**src/rtl/btn_cond_if.sv**
```systemverilog
// Button bus between the raw pads and the conditioner: raw levels in, debounced levels and press pulses out.
interface btn_cond_if;
    logic [4:0] btn_raw;
    logic [4:0] btn_level;
    logic [4:0] btn_pulse;

    modport master (
        output btn_raw,
        input  btn_level,
        input  btn_pulse
    );

    modport slave (
        input  btn_raw,
        output btn_level,
        output btn_pulse
    );
endinterface

```
**src/rtl/btn_cond.sv**
```systemverilog
// Five-button conditioner: two-flop synchronizer, per-bit debounce and one-cycle press pulses.
// Optional per-bit auto-repeat when BTN_COND_AUTOREPEAT_EN is defined.
module btn_cond #(
    parameter int DEBOUNCE_CYCLES = 20,
    parameter int REPEAT_DELAY    = 1000,
    parameter int REPEAT_PERIOD   = 200
) (
    input  logic      clk,
    input  logic      rst_n,
    btn_cond_if.slave btn
);
    localparam int NB = 5;
    localparam int DW = $clog2(DEBOUNCE_CYCLES);
    localparam logic [DW-1:0] DCNT_TC = DW'(DEBOUNCE_CYCLES - 1);

    if (DEBOUNCE_CYCLES < 2 || DEBOUNCE_CYCLES > 65535 ||
        REPEAT_DELAY < 2 || REPEAT_DELAY > 65535 ||
        REPEAT_PERIOD < 2 || REPEAT_PERIOD > 65535) begin : g_bad_param
        $error("btn_cond: timing parameters must lie in 2..65535");
    end

    logic [NB-1:0] sync1_q, sync1_d;
    logic [NB-1:0] sync2_q, sync2_d;
    logic [NB-1:0] level_q, level_d;
    logic [NB-1:0] pulse_q, pulse_d;
    logic [NB-1:0] rise;
    logic [NB-1:0] rpt_fire;
    logic [DW-1:0] dcnt_q [NB];
    logic [DW-1:0] dcnt_d [NB];

    // Level flips only after DEBOUNCE_CYCLES consecutive disagreeing samples; any agreement restarts.
    always_comb begin
        sync1_d = btn.btn_raw;
        sync2_d = sync1_q;
        level_d = level_q;
        rise    = '0;
        for (int i = 0; i < NB; i++) begin
            dcnt_d[i] = '0;
            if (sync2_q[i] != level_q[i]) begin
                if (dcnt_q[i] == DCNT_TC) begin
                    level_d[i] = sync2_q[i];
                    rise[i]    = sync2_q[i];
                end else begin
                    dcnt_d[i] = dcnt_q[i] + DW'(1);
                end
            end
        end
        pulse_d = rise | rpt_fire;
    end

    always_ff @(posedge clk or negedge rst_n) begin
        if (!rst_n) begin
            sync1_q <= '0;
            sync2_q <= '0;
            level_q <= '0;
            pulse_q <= '0;
            for (int i = 0; i < NB; i++) begin
                dcnt_q[i] <= '0;
            end
        end else begin
            sync1_q <= sync1_d;
            sync2_q <= sync2_d;
            level_q <= level_d;
            pulse_q <= pulse_d;
            for (int i = 0; i < NB; i++) begin
                dcnt_q[i] <= dcnt_d[i];
            end
        end
    end

`ifdef BTN_COND_AUTOREPEAT_EN
    localparam logic [15:0] RPT_DLY_LD = 16'(REPEAT_DELAY - 1);
    localparam logic [15:0] RPT_PER_LD = 16'(REPEAT_PERIOD - 1);

    logic [15:0]   rcnt_q [NB];
    logic [15:0]   rcnt_d [NB];
    logic [NB-1:0] fall;

    // Down-counter reloads on each pulse; a release landing on terminal count must not fire.
    always_comb begin
        fall     = level_q & ~level_d;
        rpt_fire = '0;
        for (int i = 0; i < NB; i++) begin
            rcnt_d[i] = rcnt_q[i];
            if (rise[i]) begin
                rcnt_d[i] = RPT_DLY_LD;
            end else if (!level_q[i] || fall[i]) begin
                rcnt_d[i] = '0;
            end else if (rcnt_q[i] == 16'd0) begin
                rpt_fire[i] = 1'b1;
                rcnt_d[i]   = RPT_PER_LD;
            end else begin
                rcnt_d[i] = rcnt_q[i] - 16'd1;
            end
        end
    end

    always_ff @(posedge clk or negedge rst_n) begin
        if (!rst_n) begin
            for (int i = 0; i < NB; i++) begin
                rcnt_q[i] <= '0;
            end
        end else begin
            for (int i = 0; i < NB; i++) begin
                rcnt_q[i] <= rcnt_d[i];
            end
        end
    end
`else
    assign rpt_fire = '0;
`endif

    assign btn.btn_level = level_q;
    assign btn.btn_pulse = pulse_q;
endmodule

```
**src/flat_wrapper.sv**
```systemverilog
// flat-port wrapper written by rule: the top's interface ports become plain ports
module btn_cond_flat 
#(
    parameter int DEBOUNCE_CYCLES = 20,
    parameter int REPEAT_DELAY    = 1000,
    parameter int REPEAT_PERIOD   = 200
)
  (clk, rst_n, btn_btn_raw, btn_btn_level, btn_btn_pulse);
  btn_cond_if btn_i ();
  input  logic clk;
  input  logic rst_n;
  input wire logic [$bits(btn_i.btn_raw)-1:0] btn_btn_raw;
  output wire logic [$bits(btn_i.btn_level)-1:0] btn_btn_level;
  output wire logic [$bits(btn_i.btn_pulse)-1:0] btn_btn_pulse;
  assign btn_i.btn_raw = btn_btn_raw;
  assign btn_btn_level = btn_i.btn_level;
  assign btn_btn_pulse = btn_i.btn_pulse;
  btn_cond #(.DEBOUNCE_CYCLES(DEBOUNCE_CYCLES), .REPEAT_DELAY(REPEAT_DELAY), .REPEAT_PERIOD(REPEAT_PERIOD)) u_core (.clk(clk), .rst_n(rst_n), .btn(btn_i));
endmodule
```
**config.mk**
```make
export PLATFORM = sky130hd
export DESIGN_NAME = btn_cond_flat
export DESIGN_NICKNAME = d
export VERILOG_FILES = /design/src/rtl/btn_cond_if.sv /design/src/rtl/btn_cond.sv /design/src/flat_wrapper.sv
export SDC_FILE = /design/constraint.sdc
export NUM_CORES = 1
export LEC_CHECK = 0
export CAP_MARGIN = 20
export CORE_AREA = 2 2 81 83
export CTS_BUF_LIST = sky130_fd_sc_hd__clkbuf_4
export CTS_CLUSTER_SIZE = 16
export DETAILED_ROUTE_END_ITERATION = 12
export DIE_AREA = 0 0 83 85
export PLACE_DENSITY_LB_ADDON = 0.3
export RECOVER_POWER = 100
export REMOVE_ABC_BUFFERS = 1
export SLEW_MARGIN = 20
export SYNTH_ARGS = -nofsm -noshare
export SYNTH_HDL_FRONTEND = slang
export SYNTH_SLANG_ARGS = --single-unit
```
**constraint.sdc**
```tcl
create_clock -name clk -period 1.3 [get_ports clk]
set_input_delay 0.195 -clock clk [delete_from_list [all_inputs] [get_ports clk]]
set_output_delay 0.195 -clock clk [all_outputs]
set_load 0.05 [all_outputs]
```
==> metrics.txt, run 1 <==
n_diodes=0; HPWL after DPL=2020 um; total gr overflow=0; Setup Skew=0.01734 ns; I/O pins=17; CP max-delay cell=dfrtp_1; power density over the cells=1126 mW/mm2; Initial Util=0.2918; Period minus WS final=1.287 ns; DRC viols=0; WP buf/inv=0; final core occ=0.3571; Post-synth EDFFs=0; I/O Buffers=16; total power=2.496 mW; CP Class=reg2reg; Vias/cell=4.473; WHS=0.3659 ns; TNS Setup=0 ns; worst r2r src=u_core.dcnt_q[0]$_DFF_PN0_; max-cap check violation count=0; H-Tree Depth=2; initial antenna violation count=0; ranking of synthesized cells by area=dfrtp_1, xor2_1, ha_1, mux2_1, nor2_1; achievable frequency=776.9 MHz; Unique masters post-synth=26; CTS tree=yes; via count=1096; Met3 Wirelength=94 um; FF-to-FF setup slack=0.01 ns; Worst Tran Pin Value=0.5984 ns; Top delay family on crit path=flip-flops; Worst Hold Depth=0; clk slew on worst S/H paths=0.12 ns; sequential share of the synthesized area=0.6220; Max Slew Vio Count=0; Routed WL=3038 um; WL met2=1604 um; Place WS=0.03797 ns; Die Y=85 um; total die area=0.007055 mm2; Peak VDD IR=0.6878 mV; core area=0.006205 mm2; Leak=1.032 nW; placed cells=233; hold endpoint=u_core.sync2_q[4]$_DFF_PN0_; vias in the first global route=1106; worst setup margin=0.01278 ns; clock tree buffer depth=2; Clock Latency Late Sink=0.36 ns; Detail Route Antenna Nets=0; cells after synthesis=133; Final setup viols=0; crit path max fanout=3; first-pass detailed-route iteration total=4; Hold Vio Cnt, Final=0; Post-DP Area=0.002227 mm2; status=complete, no violations; Yosys top cell by area=dfrtp_1; first-pass GRT wire length=5043 um; Hold Path Class=reg2reg; post-synth top area share=0.6220; design area=0.002216 mm2; worst-path cell chain=ha_2 > nand4bb_1 > mux2_1; Req. time, crit path=1.54 ns; Arrival @ worst endpoint=1.53 ns; final period utilization=0.9902; Slew HR=0.6011; Area growth syn-to-layout=22.39%; Post-synth top flop=dfrtp_1; CP Launch Type=flip-flop; CTS sink count=45; routed length on met1=1259 um; wire length per cell=12.40 um; yosys warns=0; share of post-route cells with drive strength above 1=0.2143; CP peak stage delay=0.40 ns; Synth Register Bits=45; nets@finish=179; Placer Congestion=0.7393; Max Used Layer=met4; worst r2r dst=u_core.btn.btn_level[4]$_DFFE_PN0P_; post-synthesis cell area=0.001810 mm2; synth cell count leaders=dfrtp_1, nor2_1, xor2_1; CP Capture Type=flip-flop; final std cells w/o fill=245; clk root buf=clkbuf_4; leading cell type by number of instances after synthesis=dfrtp_1; Synth async-reset ratio=1.000; total CTS buffers=5; cells on worst reg2reg path=3; pin count of the biggest net entering global routing=46; FP Rows=29; detailed router's first-iteration violation count=26; die width=83 um; GRT Util Overall=0.09044; syn_area_per_cell=13.61 um2; Min-Delay Startpoint=u_core.sync1_q[4]$_DFF_PN0_
-- final cells by class --
class / instances / area, um2
multi-input cells: 86 / 683.2
clock inverters: 3 / 41.29
flip-flops and latches: 45 / 1126
inverters: 2 / 7.507
repair buffers: 27 / 224.0
fillers: 604 / 3989
well taps: 77 / 96.34
clock buffers: 5 / 37.54
-- worst max path at each step --
stage                                         from                                  end  cells after the start
6_report                u_core.dcnt_q[0]$_DFF_PN0_  u_core.btn.btn_level[4]$_DFFE_PN0P_                      3
5_1_grt                 u_core.dcnt_q[0]$_DFF_PN0_  u_core.btn.btn_level[4]$_DFFE_PN0P_                      3
4_1_cts                 u_core.dcnt_q[5]$_DFF_PN0_  u_core.btn.btn_level[3]$_DFFE_PN0P_                      3
3_5_place_dp            u_core.dcnt_q[0]$_DFF_PN0_  u_core.btn.btn_level[4]$_DFFE_PN0P_                      3
3_3_place_gp           u_core.dcnt_q[10]$_DFF_PN0_  u_core.btn.btn_level[2]$_DFFE_PN0P_                      3
2_1_floorplan  u_core.btn.btn_level[2]$_DFFE_PN0P_          u_core.dcnt_q[14]$_DFF_PN0_                      3
-- placed cells by master (no fill, tap or decap), types with 3 or more instances in the layout --
cell type	instances
buf_4	9
clkbuf_4	8
dlygate4sd3_1	6
nand2_1	3
clkbuf_2	3
mux2_1	4
nor3b_1	3
nand3_1	10
dfrtp_1	45
buf_2	3
ha_1	4
a21oi_1	4
nor2_1	14
xor2_1	11
xnor2_1	3
-- where the power goes --
group          internal (mW)  switching (mW)
clock                  0.399           0.450
combinational         0.0751          0.0775
sequential              1.45          0.0429
-- registers in the layout, summed over array words and instances, names as in the netlist --
signal,cells
u_core.dcnt_q,25
u_core.btn.btn_level,5
u_core.sync1_q,5
u_core.btn.btn_pulse,5
u_core.sync2_q,5
-- per-layer routing --
metal | GRT usage | vias to the layer above
li1 | - | 523
met1 | 0.1041 | 548
met2 | 0.1488 | 18
met3 | 0.03113 | 7
met4 | 0.04918 | 0
met5 | 0 | -
-- cells by family (layout without fill, tap and decap cells) --
logic type               after synthesis  count (layout)  share of synthesized area
multiplexers                           5               5                    0.03110
AND/OR/NAND/NOR                       52              52                     0.1949
XOR/XNOR                              16              16                    0.08570
flip-flops                            45              45                     0.6220
buffers and inverters                  2              37                   0.004148
adder cells (fa/ha/maj)                5               5                    0.03455
AO/OA/AOI/OAI                          8               8                    0.02764
-- repair_timing --
| action | in CTS | in global routing |
|---|---|---|
| gates resized for setup | 0 | 3 |
| endpoints found under the setup margin | 0 | 5 |
| hold endpoints to repair | 45 | 0 |
| hold buffers | 1 | 0 |
| buffers inserted | 0 | 3 |
No activity file was read; power rests on OpenSTA's default activity.
==> run 2: changes to the inputs <==
ABC_CLOCK_PERIOD_IN_PS = 1340   (was not set)
clock period = 1.34 ns   (was 1.3 ns; I/O delays follow)
==> metrics.txt, run 2 (same netlist as run 1, synthesis figures left out) <==
status=complete, no violations; pin count of the biggest net entering global routing=46 (unchanged); total gr overflow=0 (unchanged); Die Y=85 um (unchanged); Hold Vio Cnt, Final=0 (unchanged); clk slew on worst S/H paths=0.13 ns (about the same); Routed WL=2767 um (-8.9%); Req. time, crit path=1.58 ns (+0.04 ns); Final setup viols=0 (unchanged); sw frac=0.2330 (+0.004499); logic gate share of total power=0.065 (+0.004); wire length per cell=11.53 um (-7.0%); via count=1063 (-3.0%); DRC viols=0 (unchanged); clock tree buffer depth=2 (unchanged); total power=2.218 mW (-11%); design area=0.002282 mm2 (+3.0%); GRT Util Overall=0.08524 (-0.005198); nets@finish=174 (-2.8%); max reg flops=25 (unchanged); Layout fillers=602 (-0.33%); internal power=1.701 mW (-12%); Peak VDD IR=0.5195 mV (-24%); Clock Latency Late Sink=0.35 ns (about the same); Arrival @ worst endpoint=1.53 ns (about the same); crit path max fanout=4 (+1); CP Launch Type=flip-flop; initial antenna violation count=0 (unchanged); total die area=0.007055 mm2 (unchanged); Net Sw Power=0.5167 mW (-9.4%); vias in the first global route=1140 (+3.1%); HPWL after DPL=1905 um (-5.7%); FF-to-FF setup slack=0.05 ns (+0.03 ns); CP Capture Type=flip-flop; n_diodes=0 (unchanged); die width=83 um (unchanged); detailed router's first-iteration violation count=40 (+54%); Initial Util=0.2918 (unchanged); most common cell after layout, fill and taps aside=dfrtp_1; clk root buf=clkbuf_4; final period utilization=0.9646 (-0.02556); Max Slew Vio Count=0 (unchanged); Slew HR=0.6084 (+0.007347); commonest non-fill, non-tap cells in the layout=dfrtp_1, nor2_1, xor2_1; total CTS buffers=5 (unchanged); Period minus WS final=1.293 ns (+0.005363 ns); Vias/cell=4.429 (-0.99%); CTS tree=yes; clock power share=0.281 (-0.059); sequential power share=0.654 (+0.055); first-pass detailed-route iteration total=4 (unchanged); H-Tree Depth=2 (unchanged); core area=0.006205 mm2 (unchanged); Most flops, register=u_core.dcnt_q; achievable frequency=773.6 MHz (-0.41%); Area growth syn-to-layout=26.05%; Detail Route Antenna Nets=0 (unchanged); CP Class=reg2reg; power density over the cells=971.9 mW/mm2 (-14%); CTS sink count=45 (unchanged); I/O Buffers=16 (unchanged); FP Rows=29 (unchanged); max-cap check violation count=0 (unchanged); Worst Tran Pin Value=0.5873 ns (-0.01102 ns); Placer Congestion=0.7573 (+2.4%); first-pass GRT wire length=4836 um (-4.1%); I/O pins=17 (unchanged); share of post-route cells with drive strength above 1=0.2086 (-0.005697); Post-DP Area=0.002190 mm2 (-1.7%); Setup Skew=0.009332 ns (-0.008008 ns); WHS=0.3631 ns (-0.002743 ns); Leak=1.028 nW (-0.32%); Hold Path Class=reg2reg
[run 2: cell count changes in the layout (fill, tap and decap cells not counted), moves of 2 or more]
cell / change
buf_12: +8
buf_4: -5
clkbuf_2: -3
buf_2: -2
clkinv_2: +2
ha_1: -2
[run 2: power groups by stage]
stage | Combinational (mW) | Clock [mW] | Sequential, mW
after detailed placement | 0.141 | 0 | 1.48
after global placement | 0.136 | 0 | 1.47
after CTS | 0.145 | 0.665 | 1.45
after floorplan | 0.0770 | 0 | 1.47
final | 0.144 | 0.624 | 1.45
after global routing | 0.169 | 0.726 | 1.46
[run 2: through the flow]
stage | worst slack, ns | utilization | std cells | TNS [ns]
6_report | 0.04741 | 0.3678 | 240 | 0
5_1_grt | -0.01955 | 0.3678 | 240 | -0.01955
4_1_cts | 0.02257 | 0.3638 | 237 | 0
3_5_place_dp | 0.02075 | 0.3529 | 228 | 0
3_3_place_gp | 0.07737 | 0.3529 | 228 | 0
2_1_floorplan | 0.09335 | - | 133 | 0
[run 2: final cells by class]
type	count	area, um2	share of cell area
clock buffer	6	45.04	0.01974
inverter	2	7.507	0.003289
timing repair buffer	22	302.8	0.1327
sequential	45	1126	0.4934
clock inverter	2	10.01	0.004386
tap	77	96.34	0.04221
multi-input combinational	86	694.4	0.3043
[run 2: worst paths after layout]
path | startpoint | endpoint | cells after the start
max in group asynchronous | rst_n | u_core.sync1_q[0]$_DFF_PN0_ | 3
min | u_core.sync1_q[2]$_DFF_PN0_ | u_core.sync2_q[2]$_DFF_PN0_ | 0
min in group asynchronous | rst_n | u_core.sync1_q[2]$_DFF_PN0_ | 3
max reg2reg | u_core.dcnt_q[18]$_DFF_PN0_ | u_core.btn.btn_level[1]$_DFFE_PN0P_ | 3
max | u_core.dcnt_q[18]$_DFF_PN0_ | u_core.btn.btn_level[1]$_DFFE_PN0P_ | 3
min reg2reg | u_core.sync1_q[2]$_DFF_PN0_ | u_core.sync2_q[2]$_DFF_PN0_ | 0
[run 2: worst max-delay path: stages, from the launching register on]
cell	delay [ns]
dfrtp_1	0.44
nand2b_4	0.18
nor3b_4	0.23
mux2_1	0.34
[run 2: routing by layer]
metal / share of wire / track usage
met1: 0.42 / 0.09289
met2: 0.53 / 0.1518
met3: 0.029 / 0.02918
met4: 0.015 / 0.03577
met5: 0 / 0
[run 2: timing repair]
item / in CTS / in global routing
pin swaps: 0 / 1
hold buffers: 1 / 0
setup endpoints to repair: 1 / 3
resized for setup: 1 / 3
endpoints found under the hold margin: 45 / 0
setup buffers: 0 / 3
==> run 3: changes to the inputs <==
CORE_AREA = 2 2 59 61   (was 2 2 81 83)
DIE_AREA = 0 0 61 63   (was 0 0 83 85)
==> metrics.txt, run 3 (same netlist as run 1, synthesis figures left out) <==
status=complete, no violations; CTS tree=yes; Vias/cell=5.053 (+14%); total die area=0.003843 mm2 (-46%); total power=2.434 mW (+9.8%); Req. time, crit path=1.58 ns (about the same); FP Rows=21 (-28%); met3 usage=0.04555 (+0.01637); WHS=0.3530 ns (-0.01018 ns); DRC viols=0 (unchanged); detailed router's first-iteration violation count=24 (-40%); first-pass GRT wire length=4954 um (+2.4%); Routed WL=2802 um (+1.3%); core area=0.003232 mm2 (-48%); Most flops, register=u_core.dcnt_q; Peak VDD IR=0.9142 mV (+76%); post-CTS setup buffers=0 (unchanged); Post-DP Area=0.002166 mm2 (-1.1%); CP max-delay cell=dfrtp_1; clk slew on worst S/H paths=0.14 ns (about the same); commonest non-fill, non-tap cells in the layout=dfrtp_1, nor2_1, xor2_1; WP buf/inv=0 (unchanged); worst-path cell chain=nand2b_4 > nor3b_4 > mux2_1; placed cells=199 (-13%); CP Class=reg2reg; crit path max fanout=4 (unchanged); final period utilization=0.9504 (-0.01426); clock tree buffer depth=2 (unchanged); Hold Vio Cnt, Final=0 (unchanged); Clock Latency Late Sink=0.36 ns (about the same); final std cells w/o fill=208 (-13%); Period minus WS final=1.273 ns (-0.01911 ns); initial antenna violation count=0 (unchanged); Hold Path Class=reg2reg; Initial Util=0.5602 (+0.2684); Worst Tran Pin Value=0.5827 ns (-0.004676 ns); CP Launch Type=flip-flop; Detail Route Antenna Nets=0 (unchanged); CP Capture Type=flip-flop; achievable frequency=785.3 MHz (+1.5%); Slew HR=0.6116 (+0.003117); most used routing layer=met2; via count=1051 (-1.1%); I/O pins=17 (unchanged); Max Slew Vio Count=0 (unchanged); Die Y=63 um (-26%); total CTS buffers=5 (unchanged); Setup Skew=0.01629 ns (+0.006956 ns); H-Tree Depth=2 (unchanged); power density over the cells=1127 mW/mm2 (+16%); CTS sink count=45 (unchanged); pin count of the biggest net entering global routing=46 (unchanged); HPWL after DPL=2000 um (+5.0%); first-pass detailed-route iteration total=4 (unchanged); most common cell after layout, fill and taps aside=dfrtp_1; wire length per cell=13.47 um (+17%); I/O Buffers=16 (unchanged); max-cap check violation count=0 (unchanged); Leak=1.015 nW (-1.3%); die width=61 um (-27%); final core occ=0.6682 (+0.3004); share of post-route cells with drive strength above 1=0.1852 (-0.02340); max reg flops=25 (unchanged); Top delay family on crit path=flip-flops; GRT Util Overall=0.1817 (+0.09643); total gr overflow=0 (unchanged); Placer Congestion=0.7522 (-0.67%); Final setup viols=0 (unchanged); vias in the first global route=1076 (-5.6%); Arrival @ worst endpoint=1.52 ns (about the same); nets@finish=173 (-0.57%); Area growth syn-to-layout=19.28%; design area=0.002160 mm2 (-5.4%); clk root buf=clkbuf_4; met1 Use GR=0.2370 (+0.1441); CP peak stage delay=0.43 ns (about the same); met2 usage=0.2702 (+0.1184); n_diodes=0 (unchanged)
==> run 3: cell types whose count changed in the layout (fill, tap and decap cells not counted), moves of 2 or more <==
cell / change
buf_12: -5
buf_4: -2
clkbuf_2: +5
clkinv_2: -2
ha_1: +2
==> run 3: what timing repair did <==
| item | 4_1_cts | 5_1_grt |
|---|---|---|
| endpoints found under the hold margin | 45 | 0 |
| resized for setup | 0 | 1 |
| endpoints found under the setup margin | 0 | 2 |
| hold buffers | 1 | 0 |
==> run 3: per-stage QoR <==
step           setup TNS (ns)  setup WS, ns
2_1_floorplan               0       0.09335
3_3_place_gp                0        0.1182
3_5_place_dp                0       0.07188
4_1_cts                     0       0.05246
5_1_grt             -0.002859     -0.002633
6_report                    0       0.06653
==> run 3: where the power goes <==
part | internal [mW] | switching [mW] | leakage [nW] | total [mW]
Sequential | 1.41 | 0.0419 | 0.593 | 1.45
Combinational | 0.0643 | 0.0694 | 0.376 | 0.134
Clock | 0.418 | 0.432 | 0.0459 | 0.850
Total | 1.89 | 0.544 | 1.01 | 2.43
==> run 3: cell type report <==
type | count | area, um2
clock inverters | 2 | 38.79
clock buffers | 6 | 45.04
inverters | 2 | 7.507
repair buffers | 21 | 216.5
fillers | 242 | 1072
flip-flops and latches | 45 | 1126
well taps | 46 | 57.56
multi-input cells | 86 | 668.1
==> run 3: worst register-to-register path, cell delays in order (launching register included) <==
cell and delay, ns:
dfrtp_1 0.43, nand2b_4 0.17, nor3b_4 0.23, mux2_1 0.34
==> run 3: worst paths after layout <==
check                                            start                             endpoint  slack [ns]  cells past startpoint
max                        u_core.dcnt_q[13]$_DFF_PN0_  u_core.btn.btn_level[2]$_DFFE_PN0P_        0.07                      3
max reg2reg                u_core.dcnt_q[13]$_DFF_PN0_  u_core.btn.btn_level[2]$_DFFE_PN0P_        0.07                      3
min reg2reg                u_core.sync1_q[0]$_DFF_PN0_          u_core.sync2_q[0]$_DFF_PN0_        0.35                      0
min                        u_core.sync1_q[0]$_DFF_PN0_          u_core.sync2_q[0]$_DFF_PN0_        0.35                      0
max in group asynchronous                        rst_n          u_core.dcnt_q[17]$_DFF_PN0_        0.48                      3
min in group asynchronous                        rst_n           u_core.dcnt_q[7]$_DFF_PN0_        0.46                      3
==> run 3: layer usage <==
layer / part of all wire / up-vias / routed length [um]
met2: 0.49 / 17 / 1384
met5: 0 / - / 0
met3: 0.033 / 8 / 93
met1: 0.44 / 519 / 1244
li1: - / 507 / -
met4: 0.028 / 0 / 79
==> edit (settings of run 1) <==
`DEBOUNCE_CYCLES` is set to 20 in 2 places; all go to 10.
--- a/src/rtl/btn_cond.sv
+++ b/src/rtl/btn_cond.sv
@@ -1,7 +1,7 @@
 // Five-button conditioner: two-flop synchronizer, per-bit debounce and one-cycle press pulses.
 // Optional per-bit auto-repeat when BTN_COND_AUTOREPEAT_EN is defined.
 module btn_cond #(
-    parameter int DEBOUNCE_CYCLES = 20,
+    parameter int DEBOUNCE_CYCLES = 10,
     parameter int REPEAT_DELAY    = 1000,
     parameter int REPEAT_PERIOD   = 200
 ) (
--- a/src/flat_wrapper.sv
+++ b/src/flat_wrapper.sv
@@ -1,7 +1,7 @@
 // flat-port wrapper written by rule: the top's interface ports become plain ports
 module btn_cond_flat 
 #(
-    parameter int DEBOUNCE_CYCLES = 20,
+    parameter int DEBOUNCE_CYCLES = 10,
     parameter int REPEAT_DELAY    = 1000,
     parameter int REPEAT_PERIOD   = 200
 )
Function: no difference found for any inputs over 10 cycles, from zero or initial values and one cycle with rst_n low; that may be too few to reach the edited logic, so the function may still have changed.
==> edit against run 1 <==
Sequential cell count is 5 lower. Hold slack worse by 0.087 ns. Wire length is 26% lower. Synthesized cell count is 14% lower. Non-clock buffer count is 9 lower. Count of clock-buffer cells in the layout stayed put. Worst setup slack better by 0.072 ns. Design area is 14% lower. Area after synthesis is 11% lower. Largest cell class unchanged.
Power is not compared: it rests on default switching activity, and its combinational part moved more than twofold at a synthesized area within 25%.
==> edit: results (changes against run 1) <==
Worst setup path
  • Maximum fanout along the worst path: 4 (+1)
  • Worst reg2reg path startpoint: u_core.dcnt_q[8]$_DFF_PN0_
  • Worst Path Arrival: 1.45 ns (-0.08 ns)
  • CP peak stage delay: 0.43 ns (+0.03 ns)
  • Max stage delay cell, worst path: dfrtp_1
  • Setup crit start kind: flip-flop

Clock tree
  • CTS max path bufs: 2 (unchanged)
  • H-tree levels: 2 (unchanged)
  • Reg clk slew, reported paths: 0.12 ns (about the same)
  • Clock Latency Late Sink: 0.34 ns (-0.02 ns)
  • Clock Tree Root: clkbuf_4
  • Cts bufs inserted: 5 (unchanged)

Logic synthesis
  • Seq/Total Area, Yosys: 62.3% (about the same)
  • Ys Warns: 0 (unchanged)
  • Asr flop ratio synth: 100% (unchanged)
  • Largest cells by area after synthesis: dfrtp_1 62%, ha_1 7.8%, nand3b_4 6.2%, xor2_1 5.4%, mux2_4 4.7%
  • Commonest cells post-synth: 40 x dfrtp_1, 20 x nor2_1, 10 x ha_1, 10 x xor2_1
  • Netlist cell types: 11 (-58%)
  • Post-synth top area cell: dfrtp_1

Global routing
  • Pin count of the biggest net entering global routing: 26 (-43%)
  • First-pass GRT wire length: 4.02 mm (-20%)
  • Vias in the first global route: 933 (-16%)
  • Initial antenna violation count: 0 (unchanged)
  • GRT Resource Usage Total: 7.34% (-1.7 points)

Worst hold path
  • Hold Path Class: input pin to async pin

Finish
  • # fillers: 611 (+1.2%)
  • Antenna diode count: 0 (unchanged)
  • Largest register by flop count: u_core.dcnt_q
  • Max reg flops: 20 (-20%)
  • Nets: 157 (-12%)
  • Sequential cell area: 1000 um^2 (-11%)
  • Proportion of layout cells with a drive suffix above 1: 15.6% (-5.8 points)

Detailed routing
  • DR iter-0 viols: 22 (-15%)
  • Initial DRT Pass Iterations: 2 (-2)
  • Vias: 868 (-21%)
  • Drt wl/cell: 10.3 um (-17%)

Placement
  • Placer congestion estimate: 0.735 (-0.53%)
  • Placed cell area: 1980 um^2 (-11%)
  • DP HPWL: 1.71 mm (-15%)
  • Port Buffers: 16 (unchanged)

Pwr
  • Worst vdd ir: 0.419 mV
  • Pleak: 0.933 nW

Run status
  • Outcome: finished clean

STA
  • Clock Skews: 0.00383 ns (-0.0135 ns)
  • Rel. slew slack: 74.7% (+15 points)
-- edit: routing by layer --
| layer | vias up | global-route usage, % | part of all wire (%) |
|---|---|---|---|
| met2 | 16 | 11.8 | 48 |
| li1 | 421 | - | - |
| met1 | 425 | 7.79 | 44 |
| met5 | - | 0 | 0 |
| met3 | 6 | 3.31 | 5.1 |
| met4 | 0 | 4.92 | 2.8 |
-- edit: cell type report --
class | count | area share [%]
clock buffers | 5 | 1.98
flip-flops and latches | 40 | 52.8
clock inverters | 3 | 0.989
repair buffers | 18 | 10.4
multi-input cells | 70 | 27.8
inverters | 5 | 0.989
well taps | 77 | 5.08
-- edit: path summary, 6_finish.rpt --
path | to | slack (ns) | cells past startpoint
setup / recovery | u_core.btn.btn_level[2]$_DFFE_PN0P_ | 0.08 | 3
hold / removal | u_core.dcnt_q[16]$_DFF_PN0_ | 0.28 | 2
setup reg to reg | u_core.btn.btn_level[2]$_DFFE_PN0P_ | 0.08 | 3
hold reg to reg | u_core.sync2_q[1]$_DFF_PN0_ | 0.36 | 0
max in group asynchronous | u_core.btn.btn_pulse[3]$_DFF_PN0_ | 0.56 | 3
min in group clk | u_core.sync2_q[1]$_DFF_PN0_ | 0.36 | 0
-- edit: kinds of logic (layout without fill, tap and decap cells) --
logic type	after synthesis	after routing	share of synthesized area [%]
xor gates and xnor gates	15	15	8.17
adders and majority gates	10	10	7.78
buffers and inverters	5	31	1.17
DFF	40	40	62.3
muxes	5	5	4.67
and+or+nand+nor	40	40	16.0
-- edit: through the flow --
step                setup slack (ns)  total power, mW  cells
finish                        0.0843             2.43    218
global route                  0.0239             2.58    218
CTS                           0.0859             2.53    218
detailed placement             0.134             1.92    209
global placement               0.156             1.88    209
floorplan                      0.184             1.75    115
-- edit: where the power goes --
group          total, mW  switching (mW)  internal [mW]
combinational      0.363           0.188          0.175
clock              0.601           0.397          0.204
sequential          1.47           0.110           1.36
total               2.43           0.694           1.74
-- edit: what timing repair did --
item,CTS,global route
hold endpoints to repair,15,0
gates resized for setup,0,0
hold buffers,1,0
setup buffers,0,0
-- edit: worst max-delay path, delay by kind of cell, from the launching register on --
family	cells	cell delay (ns)
fa+ha+maj	1	0.22
flops	1	0.43
mux	1	0.33
simple gates	1	0.14
